### config.mk
export PLATFORM = sky130hd
export DESIGN_NAME = router_oport_arbiter
export DESIGN_NICKNAME = d
export VERILOG_FILES = /design/src/rtl/router_pkg.sv /design/src/rtl/router_rr_pick.sv /design/src/rtl/router_oport_arbiter.sv
export SDC_FILE = /design/constraint.sdc
export NUM_CORES = 1
export LEC_CHECK = 0
export ABC_AREA = 1
export BUFFER_PORTS_ARGS = -buffer_cell sky130_fd_sc_hd__buf_2
export CAP_MARGIN = 20
export CORE_ASPECT_RATIO = 0.5
export CORE_MARGIN = 2
export CORE_UTILIZATION = 45
export CTS_BUF_LIST = sky130_fd_sc_hd__clkbuf_2 sky130_fd_sc_hd__clkbuf_4 sky130_fd_sc_hd__clkbuf_8
export DETAILED_ROUTE_END_ITERATION = 7
export PLACE_DENSITY = 0.66
export REMOVE_ABC_BUFFERS = 1
export SYNTH_ARGS = -nofsm -noshare
export SYNTH_HDL_FRONTEND = slang
export SYNTH_HIERARCHICAL = 1
export SYNTH_SLANG_ARGS = --single-unit
### constraint.sdc
create_clock -name clk -period 2 [get_ports clk]
set_input_delay 0.6 -clock clk [delete_from_list [all_inputs] [get_ports clk]]
set_output_delay 0.6 -clock clk [all_outputs]
set_load 0.01 [all_outputs]
### src/rtl/router_pkg.sv
// ============================================================================
// router_pkg : shared types, default sizes and helpers for the router output
//              port arbiter.
// Revision   : 1.0
// ============================================================================
`default_nettype none

package router_pkg;

  localparam int DEF_NUM_IPORT = 4;
  localparam int DEF_NUM_OPORT = 4;
  localparam int ADDR_W        = $clog2(DEF_NUM_OPORT);
  localparam int ISEL_W        = $clog2(DEF_NUM_IPORT);

  typedef logic [ISEL_W-1:0] iport_idx_t;
  typedef logic [ADDR_W-1:0] oport_idx_t;

  typedef enum logic [0:0] {
    S_IDLE  = 1'b0,
    S_OWNED = 1'b1
  } arb_state_t;

  // Round-robin successor of idx in a ring of n entries.
  function automatic int unsigned rr_next(input int unsigned idx, input int unsigned n);
    return (idx + 1 >= n) ? 0 : idx + 1;
  endfunction

endpackage

`default_nettype wire

### src/rtl/router_rr_pick.sv
// ============================================================================
// router_rr_pick : combinational N-way round-robin picker; first candidate
//                  at or after i_ptr, wrapping.
// Revision       : 1.0
// ============================================================================
`default_nettype none

module router_rr_pick
  import router_pkg::*;
#(
  parameter  int N  = DEF_NUM_IPORT,
  localparam int IW = $clog2(N)
) (
  input  logic [N-1:0]  i_cand,
  input  logic [IW-1:0] i_ptr,
  output logic [N-1:0]  o_win,
  output logic [IW-1:0] o_win_idx,
  output logic          o_any
);

  logic found;

  always_comb begin
    found     = 1'b0;
    o_win     = '0;
    o_win_idx = '0;
    for (int k = 0; k < N; k++) begin
      if (!found && i_cand[(int'(i_ptr) + k) % N]) begin
        found                          = 1'b1;
        o_win[(int'(i_ptr) + k) % N]   = 1'b1;
        o_win_idx                      = IW'((int'(i_ptr) + k) % N);
      end
    end
    o_any = found;
  end

endmodule

`default_nettype wire

### src/rtl/router_oport_arbiter.sv
// ============================================================================
// router_oport_arbiter : per-output round-robin ownership arbiter driving the
//                        crossbar selects. Optional ROUTER_ARB_WATCHDOG_EN
//                        forces release after WDOG_MAX owned cycles.
// Revision             : 1.0
// ============================================================================
`default_nettype none

module router_oport_arbiter
  import router_pkg::*;
#(
  parameter int NUM_IPORT = DEF_NUM_IPORT,
  parameter int NUM_OPORT = DEF_NUM_OPORT
`ifdef ROUTER_ARB_WATCHDOG_EN
  ,
  parameter int WDOG_MAX  = 1024
`endif
) (
  input  logic                                     clk,
  input  logic                                     reset_n,
  input  logic [NUM_IPORT-1:0]                     i_req,
  input  logic [NUM_IPORT*$clog2(NUM_OPORT)-1:0]   i_dst_addr,
  input  logic [NUM_IPORT-1:0]                     i_frame,
  output logic [NUM_IPORT-1:0]                     o_gnt,
  output logic [NUM_OPORT*$clog2(NUM_IPORT)-1:0]   o_sel,
  output logic [NUM_OPORT-1:0]                     o_sel_vld,
  output logic                                     o_wdog_err
);

  localparam int DST_W = $clog2(NUM_OPORT);
  localparam int IDX_W = $clog2(NUM_IPORT);

  arb_state_t           state_q [NUM_OPORT];
  arb_state_t           state_d [NUM_OPORT];
  logic [IDX_W-1:0]     owner_q [NUM_OPORT];
  logic [IDX_W-1:0]     owner_d [NUM_OPORT];
  logic [IDX_W-1:0]     ptr_q   [NUM_OPORT];
  logic [IDX_W-1:0]     ptr_d   [NUM_OPORT];
  logic [NUM_IPORT-1:0] cand    [NUM_OPORT];
  logic [NUM_IPORT-1:0] win     [NUM_OPORT];
  logic [IDX_W-1:0]     win_idx [NUM_OPORT];
  logic [NUM_OPORT-1:0] pick_any;
  logic [NUM_OPORT-1:0] wdog_hit;
  logic [NUM_IPORT-1:0] excl;

  logic [NUM_IPORT-1:0]       gnt_q, gnt_d;
  logic [NUM_OPORT*IDX_W-1:0] sel_q, sel_d;
  logic [NUM_OPORT-1:0]       vld_q, vld_d;

  // An input already granted anywhere can never contend, so it owns at most one output.
  always_comb begin
    for (int o = 0; o < NUM_OPORT; o++) begin
      for (int i = 0; i < NUM_IPORT; i++) begin
        cand[o][i] = i_req[i] && !gnt_q[i] && !excl[i] &&
                     (i_dst_addr[i*DST_W +: DST_W] == DST_W'(o));
      end
    end
  end

  for (genvar g = 0; g < NUM_OPORT; g++) begin : g_pick
    router_rr_pick #(.N(NUM_IPORT)) u_pick (
      .i_cand    (cand[g]),
      .i_ptr     (ptr_q[g]),
      .o_win     (win[g]),
      .o_win_idx (win_idx[g]),
      .o_any     (pick_any[g])
    );
  end

  always_comb begin
    gnt_d = '0;
    vld_d = '0;
    sel_d = sel_q;
    for (int o = 0; o < NUM_OPORT; o++) begin
      state_d[o] = state_q[o];
      owner_d[o] = owner_q[o];
      ptr_d[o]   = ptr_q[o];
      case (state_q[o])
        S_IDLE: begin
          if (pick_any[o]) begin
            state_d[o] = S_OWNED;
            owner_d[o] = win_idx[o];
            gnt_d      = gnt_d | win[o];
          end
        end
        default: begin
          if (!i_frame[owner_q[o]] || wdog_hit[o]) begin
            state_d[o] = S_IDLE;
            ptr_d[o]   = IDX_W'(rr_next(int'(unsigned'(owner_q[o])), NUM_IPORT));
          end else begin
            gnt_d[owner_q[o]] = 1'b1;
          end
        end
      endcase
      vld_d[o]                  = (state_d[o] == S_OWNED);
      sel_d[o*IDX_W +: IDX_W]   = owner_d[o];
    end
  end

  always_ff @(posedge clk or negedge reset_n) begin
    if (!reset_n) begin
      gnt_q <= '0;
      sel_q <= '0;
      vld_q <= '0;
      for (int o = 0; o < NUM_OPORT; o++) begin
        state_q[o] <= S_IDLE;
        owner_q[o] <= '0;
        ptr_q[o]   <= '0;
      end
    end else begin
      gnt_q <= gnt_d;
      sel_q <= sel_d;
      vld_q <= vld_d;
      for (int o = 0; o < NUM_OPORT; o++) begin
        state_q[o] <= state_d[o];
        owner_q[o] <= owner_d[o];
        ptr_q[o]   <= ptr_d[o];
      end
    end
  end

  assign o_gnt     = gnt_q;
  assign o_sel     = sel_q;
  assign o_sel_vld = vld_q;

`ifdef ROUTER_ARB_WATCHDOG_EN
  localparam int CNT_W = $clog2(WDOG_MAX + 1);

  logic [CNT_W-1:0]     wcnt_q [NUM_OPORT];
  logic [CNT_W-1:0]     wcnt_d [NUM_OPORT];
  logic [NUM_IPORT-1:0] blk_q, blk_d;
  logic                 wdog_q;

  // A frame ending in the same cycle is a normal release, not a watchdog event.
  always_comb begin
    blk_d = blk_q;
    for (int o = 0; o < NUM_OPORT; o++) begin
      wdog_hit[o] = (state_q[o] == S_OWNED) && i_frame[owner_q[o]] &&
                    (wcnt_q[o] == CNT_W'(WDOG_MAX - 1));
      wcnt_d[o]   = (state_q[o] == S_OWNED) ? wcnt_q[o] + CNT_W'(1) : '0;
      if (wdog_hit[o]) begin
        blk_d[owner_q[o]] = 1'b1;
      end
    end
    blk_d = blk_d & i_frame;
  end

  always_ff @(posedge clk or negedge reset_n) begin
    if (!reset_n) begin
      blk_q  <= '0;
      wdog_q <= 1'b0;
      for (int o = 0; o < NUM_OPORT; o++) begin
        wcnt_q[o] <= '0;
      end
    end else begin
      blk_q  <= blk_d;
      wdog_q <= |wdog_hit;
      for (int o = 0; o < NUM_OPORT; o++) begin
        wcnt_q[o] <= wcnt_d[o];
      end
    end
  end

  assign excl       = blk_q;
  assign o_wdog_err = wdog_q;
`else
  assign wdog_hit   = '0;
  assign excl       = '0;
  assign o_wdog_err = 1'b0;
`endif

endmodule

`default_nettype wire

==> results.py, run 1 <==
metrics = {
    "yosys": {
        "synth_edf_count": 0,
        "yosys_warnings": 6,
        "synth-main-ff-cell": "dfrtp_1",
        "synth.distinct_cells": 24,
        "synth-seq-area-share_pct": 17.49,
        "synth_cells": 527,
        "netlist_area_um2": 3433,
        "async_flop_share_pct": 100.0,
        "avgSynthCellArea_um2": 6.515,
        "synth_seq_cells": 24,
    },
    "finish": {
        "final_cell_mix": "119 x nand2_1, 72 x buf_4, 65 x nand3_1",
        "fin_cells": 736,
        "area_growth_pct": 37.28,
        "layout_commonest_cell": "nand2_1",
        "antenna_cells": 0,
        "drive_gt1_share_pct": 39.06,
        "final_nets": 695,
    },
    "sta": {
        "rsz0062_at_grt": "yes",
        "skew_ns": 0.009030,
        "max_freq_mhz": 476.6,
        "setup_viol": 10,
        "relSlewSlack_pct": 62.38,
        "slew_viol_final": 0,
        "worstMarginPinSlew_ns": 0.5643,
        "fin_crit_sh_pct": 104.9,
        "min_period_ns": 2.098,
        "fin_tns_setup_ns": -0.4730,
        "hold_viol": 0,
        "fin_ws_ns": -0.09801,
    },
    "drt": {
        "drt_iter0_drc": 361,
        "vias": 3941,
        "wirelength_um": 10150,
        "drc": 0,
        "drtAntennaViolNets": 0,
        "drt_pre_antenna_iters": 5,
        "post_drt_via_cell_ratio": 5.355,
        "avgRoutedWirePerCell_um": 13.79,
    },
    "critical_path": {
        "timing.critical_path.to_type": "flop",
        "cp_max_fo": 5,
        "r2r-start": "o_gnt[1]",
        "regToRegSetupSlack_ns": -0.1,
        "critPathRequiredTime_ns": 2.17,
        "reg2reg_depth": 15,
        "crit_type": "in -> reg",
        "worstPathArrival_ns": 2.27,
        "cp-start-kind": "input pin",
        "reg2reg_to": "o_gnt[0]",
    },
    "place": {
        "portBuffers": 33,
        "gp_congestion": 0.8773,
        "place_hpwl_um": 7648,
        "post-place-cells": 723,
    },
    "floorplan": {
        "initial_core_util_pct": 46.71,
        "die-height_um": 65.77,
        "fp.dieArea_um2": 8387,
        "io_pins": 35,
        "core-area_um2": 7350,
        "fp-row-count": 22,
        "die_x_um": 127.5,
    },
    "power": {
        "vdd_drop_max_v": 0.001029,
        "total_power_mw": 8.643,
        "leakagePower_nw": 2.458,
        "power_density_nw_per_um2": 1834,
    },
    "job": {
        "maxCapViolCount": 0,
    },
    "clock_tree": {
        "postCtsHoldBufs": 0,
        "clock-root-buffer": "clkbuf_8",
        "htreeDepth": 1,
        "clock_latency_ns": 0.28,
        "cts.sinks": 24,
        "cts-buffers-inserted": 3,
        "clk_pin_slew_ns": 0.09,
        "cts.path.max_buffers": 2,
        "cts_tree": "yes",
    },
    "grt": {
        "antenna_found_initial": 0,
        "grt_max_degree": 25,
        "grt.total_usage_pct": 24.02,
        "overflow": 0,
        "grt_pass1_vias": 3487,
        "grt_pass1_wl_um": 16420,
    },
    "worst_hold_path": {
        "holdCritPathClass": "in -> async",
    },
    "outcome": {
        "status": "finished, violations left",
        "failed_checks": "setup timing",
    },
}
-- where the power goes --
group | switching [mW] | leakage [nW] | internal [mW]
clock network | 0.175 | 0.0288 | 0.177
logic | 4.13 | 2.14 | 3.10
registers | 0.317 | 0.293 | 0.745
-- final cells by class --
type | count | area, µm²
clock buffer | 4 | 55.05
fill | 633 | 2636
inverter | 64 | 242.7
multi-input combinational | 434 | 2853
sequential | 24 | 600.6
tap | 96 | 120.1
timing repair buffer | 114 | 842.1
-- state kept, by name, summed over array words and instances, names as in the netlist --
register	cells
ptr_q	8
o_sel	5
o_gnt	4
o_sel_vld	3
owner_q	3
state_q	1
-- how the worst max path moves through the flow --
stage / startpoint / end / slack (ns) / cells after the start
2_1_floorplan: ptr_q[4] / o_gnt[0] / -0.07 / 13
3_3_place_gp: i_req[1] / o_gnt[2] / -0.48 / 17
3_5_place_dp: i_req[1] / o_gnt[2] / -0.49 / 17
4_1_cts: o_gnt[1] / o_gnt[2] / -0.07 / 18
5_1_grt: o_gnt[3] / o_gnt[1] / -0.25 / 18
6_report: i_dst_addr[1] / o_gnt[2] / -0.1 / 16
-- stage by stage --
step                      instance area (µm²)  setup WS [ns]  util (%)  hold WS, ns
final                                    4713       -0.09801     64.13       0.3007
after CTS                                4532       -0.06559     61.66       0.3232
after global placement                   4219        -0.4824     57.41       0.6199
after global routing                     4713        -0.2467     64.13       0.3501
after floorplan                          3381       -0.07338         -       0.3044
after detailed placement                 4219        -0.4857     57.41       0.6224
-- critical path, stage by stage --
cell and delay (ns):
buf_2 0.13, inv_1 0.13, nor3_2 0.06, buf_4 0.14, nand2_1 0.08, nand2_1 0.07
nand2_1 0.07, nand2_2 0.07, nor2_4 0.15, nand4_1 0.25, nand3_1 0.17, nand2_1 0.06
nand2_1 0.07, nand2_2 0.06, nor2_2 0.09, nand2_1 0.06
-- logic make-up after synthesis --
logic type | synth area share [%]
compound gates | 11.01
fa+ha+maj | 13.12
buf+inv | 8.528
flops | 17.49
other cells | 0.1092
simple gates | 49.75
-- cells in the mapped netlist, types with 5 or more instances --
master	instances	area [µm²]
dfrtp_1	24	600.6
a22oi_1	5	37.54
inv_2	12	45.04
nor3_1	16	80.08
o21ai_0	8	40.04
nor2_1	18	67.56
nand4_1	31	193.9
nand2_1	135	506.7
nand2_4	6	67.56
a21boi_0	16	120.1
inv_1	52	195.2
a21oi_1	33	165.2
nand3_2	8	80.08
nand2_2	33	206.5
ha_1	36	450.4
nand3_1	73	365.4
-- repair_timing --
| action | in CTS | in global routing |
|---|---|---|
| pin swaps | 32 | 31 |
| setup buffers | 9 | 2 |
| setup endpoints to repair | 13 | 14 |
| gates resized for setup | 38 | 57 |
-- layer usage --
| layer | share of wire [%] | global-route usage, % | vias to the layer above | wire length [µm] |
|---|---|---|---|---|
| li1 | - | - | 2000 | - |
| met4 | 1.6 | 4.670 | 0 | 165 |
| met2 | 48 | 40.78 | 85 | 4847 |
| met5 | 0 | 0 | - | 0 |
| met3 | 3.2 | 2.443 | 17 | 324 |
| met1 | 47 | 33.51 | 1839 | 4814 |
No activity file was read; power rests on OpenSTA's default activity.
==> run 2, diff against run 1 <==
ABC_AREA = default   (was 1)
==> run 2 against run 1 <==
The run still ends with setup timing left. Synthesized area fell by 4.4%. Total power down 31%. Worst setup slack got worse by 0.39 ns. Fmax decreased by 16%. Clock skew decreased by 0.0062 ns. Cell count shrank 27%. Highest routed layer unchanged. Wire length up 1.6%. Design area is 2.8% lower. Global-route usage is 1.6 points higher. Largest power group unchanged.
==> results.py, run 2 <==
metrics = {
    "drt": {
        "drt_pre_antenna_iters": 5,
        "vias": 3322,
        "avgRoutedWirePerCell_um": 19.28,
        "drtAntennaViolNets": 0,
        "wirelength_um": 10310,
        "post_drt_via_cell_ratio": 6.209,
        "drc": 0,
        "drt_iter0_drc": 224,
    },
    "critical_path": {
        "r2r-start": "o_gnt[2]",
        "cp_max_fo": 5,
        "timing.critical_path.to_type": "flop",
        "critPathLaunch": "i_req[3]",
        "worstPathArrival_ns": 2.71,
        "cp-start-kind": "input pin",
        "critPathRequiredTime_ns": 2.22,
        "crit_type": "in -> reg",
    },
    "place": {
        "place_hpwl_um": 7473,
        "gp_congestion": 0.9144,
        "portBuffers": 33,
        "dpl_worst_slack_ns": -1.065,
        "place_area_um2": 3989,
    },
    "yosys": {
        "synthMuxAreaShare_pct": 21.49,
        "synth-simple-area-share_pct": 18.79,
        "yosys_warnings": 6,
        "synth_top_area_share_pct": 18.29,
        "avgSynthCellArea_um2": 9.742,
        "async_flop_share_pct": 100.0,
        "synth-seq-area-share_pct": 18.29,
        "synthXorXnorAreaFrac_pct": 0,
        "synth_edf_count": 0,
        "synth_commonest_cells": "37 x a22oi_1, 36 x ha_1, 30 x o21ai_0",
        "yosysTopAreaCell": "dfrtp_1",
        "netlist_area_um2": 3283,
        "synth.most_common_cell": "a22oi_1",
        "synth_seq_cells": 24,
        "synth.distinct_cells": 43,
        "synth_top_family_by_area": "multiplexers",
        "yosys-top-cells-area": "dfrtp_1 18%, ha_1 14%, a22oi_1 8.5%",
        "synth_cells": 337,
        "synth_fa_ha_area_share_pct": 13.72,
        "synth_compound_area_share_pct": 20.85,
        "synth-main-ff-cell": "dfrtp_1",
    },
    "power": {
        "leakagePower_nw": 2.093,
        "power_density_nw_per_um2": 1302,
        "vdd_drop_max_v": 0.0004702,
    },
    "sta": {
        "slew_viol_final": 0,
        "fin_crit_sh_pct": 124.5,
        "fin_ws_ns": -0.4897,
        "relSlewSlack_pct": 63.01,
        "worstMarginPinSlew_ns": 0.5548,
        "max_freq_mhz": 401.7,
        "hold_viol": 0,
        "min_period_ns": 2.490,
        "timing.hold.ws_ns": 0.2992,
        "skew_ns": 0.002862,
        "fin_tns_setup_ns": -5.263,
        "rsz0062_at_grt": "yes",
        "setup_viol": 16,
    },
    "finish": {
        "final_cell_mix": "69 x buf_4, 36 x ha_1, 30 x a22oi_1",
        "fin_area_um2": 4582,
        "largest_reg_flops": 8,
        "layout_commonest_cell": "buf_4",
        "area_growth_pct": 39.56,
        "drive_gt1_share_pct": 50.34,
        "fillCellCount": 492,
        "largest_register": "ptr_q",
        "fin_util_pct": 66.81,
        "final_nets": 498,
        "antenna_cells": 0,
    },
    "floorplan": {
        "io_pins": 35,
        "die-height_um": 64.40,
        "die_x_um": 124.8,
        "core-area_um2": 6858,
        "initial_core_util_pct": 47.87,
        "fp.dieArea_um2": 8037,
        "fp-row-count": 21,
    },
    "clock_tree": {
        "clk_pin_slew_ns": 0.09,
        "cts.sinks": 24,
        "cts.path.max_buffers": 2,
        "cts-buffers-inserted": 3,
        "cts_tree": "yes",
        "htreeDepth": 1,
        "clock-root-buffer": "clkbuf_8",
        "clock_latency_ns": 0.28,
    },
    "grt": {
        "grt_max_degree": 25,
        "grt.total_usage_pct": 25.62,
        "antenna_found_initial": 0,
        "grt_pass1_wl_um": 16610,
        "overflow": 0,
        "grt_pass1_vias": 3301,
    },
    "worst_hold_path": {
        "holdCritPathClass": "in -> async",
    },
    "outcome": {
        "status": "finished, violations left",
        "failed_checks": "setup timing",
    },
    "job": {
        "maxCapViolCount": 0,
    },
}
==> run 2: cell count changes after synthesis, moves of 16 or more <==
cell / before / now
nand2_1: 135 / 16
nand3_1: 73 / 4
nand2_2: 33 / 0
a22oi_1: 5 / 37
a21oi_1: 33 / 2
nand4_1: 31 / 0
inv_1: 52 / 25
o21ai_0: 8 / 30
a21boi_0: 16 / 0
==> run 2: through the flow <==
stage	total power [mW]	instances
floorplan	3.037	320
global placement	4.449	517
detailed placement	4.597	517
CTS	5.621	531
global route	6.347	535
finish	5.965	535
==> run 2: worst paths after layout <==
kind,endpoint,slack [ns],cells after the start
worst max register to register,o_gnt[0],-0.47,9
worst max-delay path,o_gnt[1],-0.49,11
max in group asynchronous,ptr_q[3],1.30,1
min in group clk,ptr_q[2],0.56,1
worst min register to register,ptr_q[2],0.56,1
worst min-delay path,ptr_q[0],0.30,1
==> run 2: cell families after synthesis <==
kind of cell,count (synthesis)
AO/OA/AOI/OAI,98
AND/OR/NAND/NOR,95
buffers and inverters,42
multiplexers,41
adder cells (fa/ha/maj),36
flip-flops,24
other,1
==> run 2: worst max-delay path, stage by stage <==
cell	delay [ns]
buf_4	0.12
nor4b_2	0.15
buf_4	0.15
mux4_2	0.55
buf_6	0.16
nor4b_4	0.35
a22oi_1	0.11
o21ai_1	0.19
a22o_1	0.21
a221oi_2	0.04
nand3_2	0.07
==> run 2: routing by layer <==
| layer | GRT usage, % | part of all wire, % | vias to the layer above |
|---|---|---|---|
| met1 | 33.63 | 45 | 1686 |
| met3 | 2.429 | 3.7 | 19 |
| li1 | - | - | 1514 |
| met5 | 0 | 0 | - |
| met4 | 6.742 | 1.5 | 0 |
| met2 | 45.90 | 50 | 103 |
==> run 2: final cells by class <==
| type | instances | area (µm²) | share of cell area, % |
|---|---|---|---|
| Clock inverter | 1 | 30.03 | 0.6554 |
| Multi-Input combinational cell | 271 | 2790 | 60.90 |
| Inverter | 25 | 93.84 | 2.048 |
| Clock buffer | 3 | 41.29 | 0.9011 |
| Timing Repair Buffer | 119 | 908.4 | 19.83 |
| Sequential cell | 24 | 603.1 | 13.16 |
| Tap cell | 92 | 115.1 | 2.512 |
==> run 2: what timing repair did <==
item	in CTS	in global routing
hold buffers	0	0
gates resized for setup	96	32
setup buffers	12	6
setup endpoints to repair	16	16
pin swaps	29	11
==> run 2: report_power, final <==
group / switching, mW / internal [mW] / leakage (nW)
Combinational: 2.27 / 2.32 / 1.76
Sequential: 0.250 / 0.680 / 0.300
Clock: 0.178 / 0.268 / 0.0357
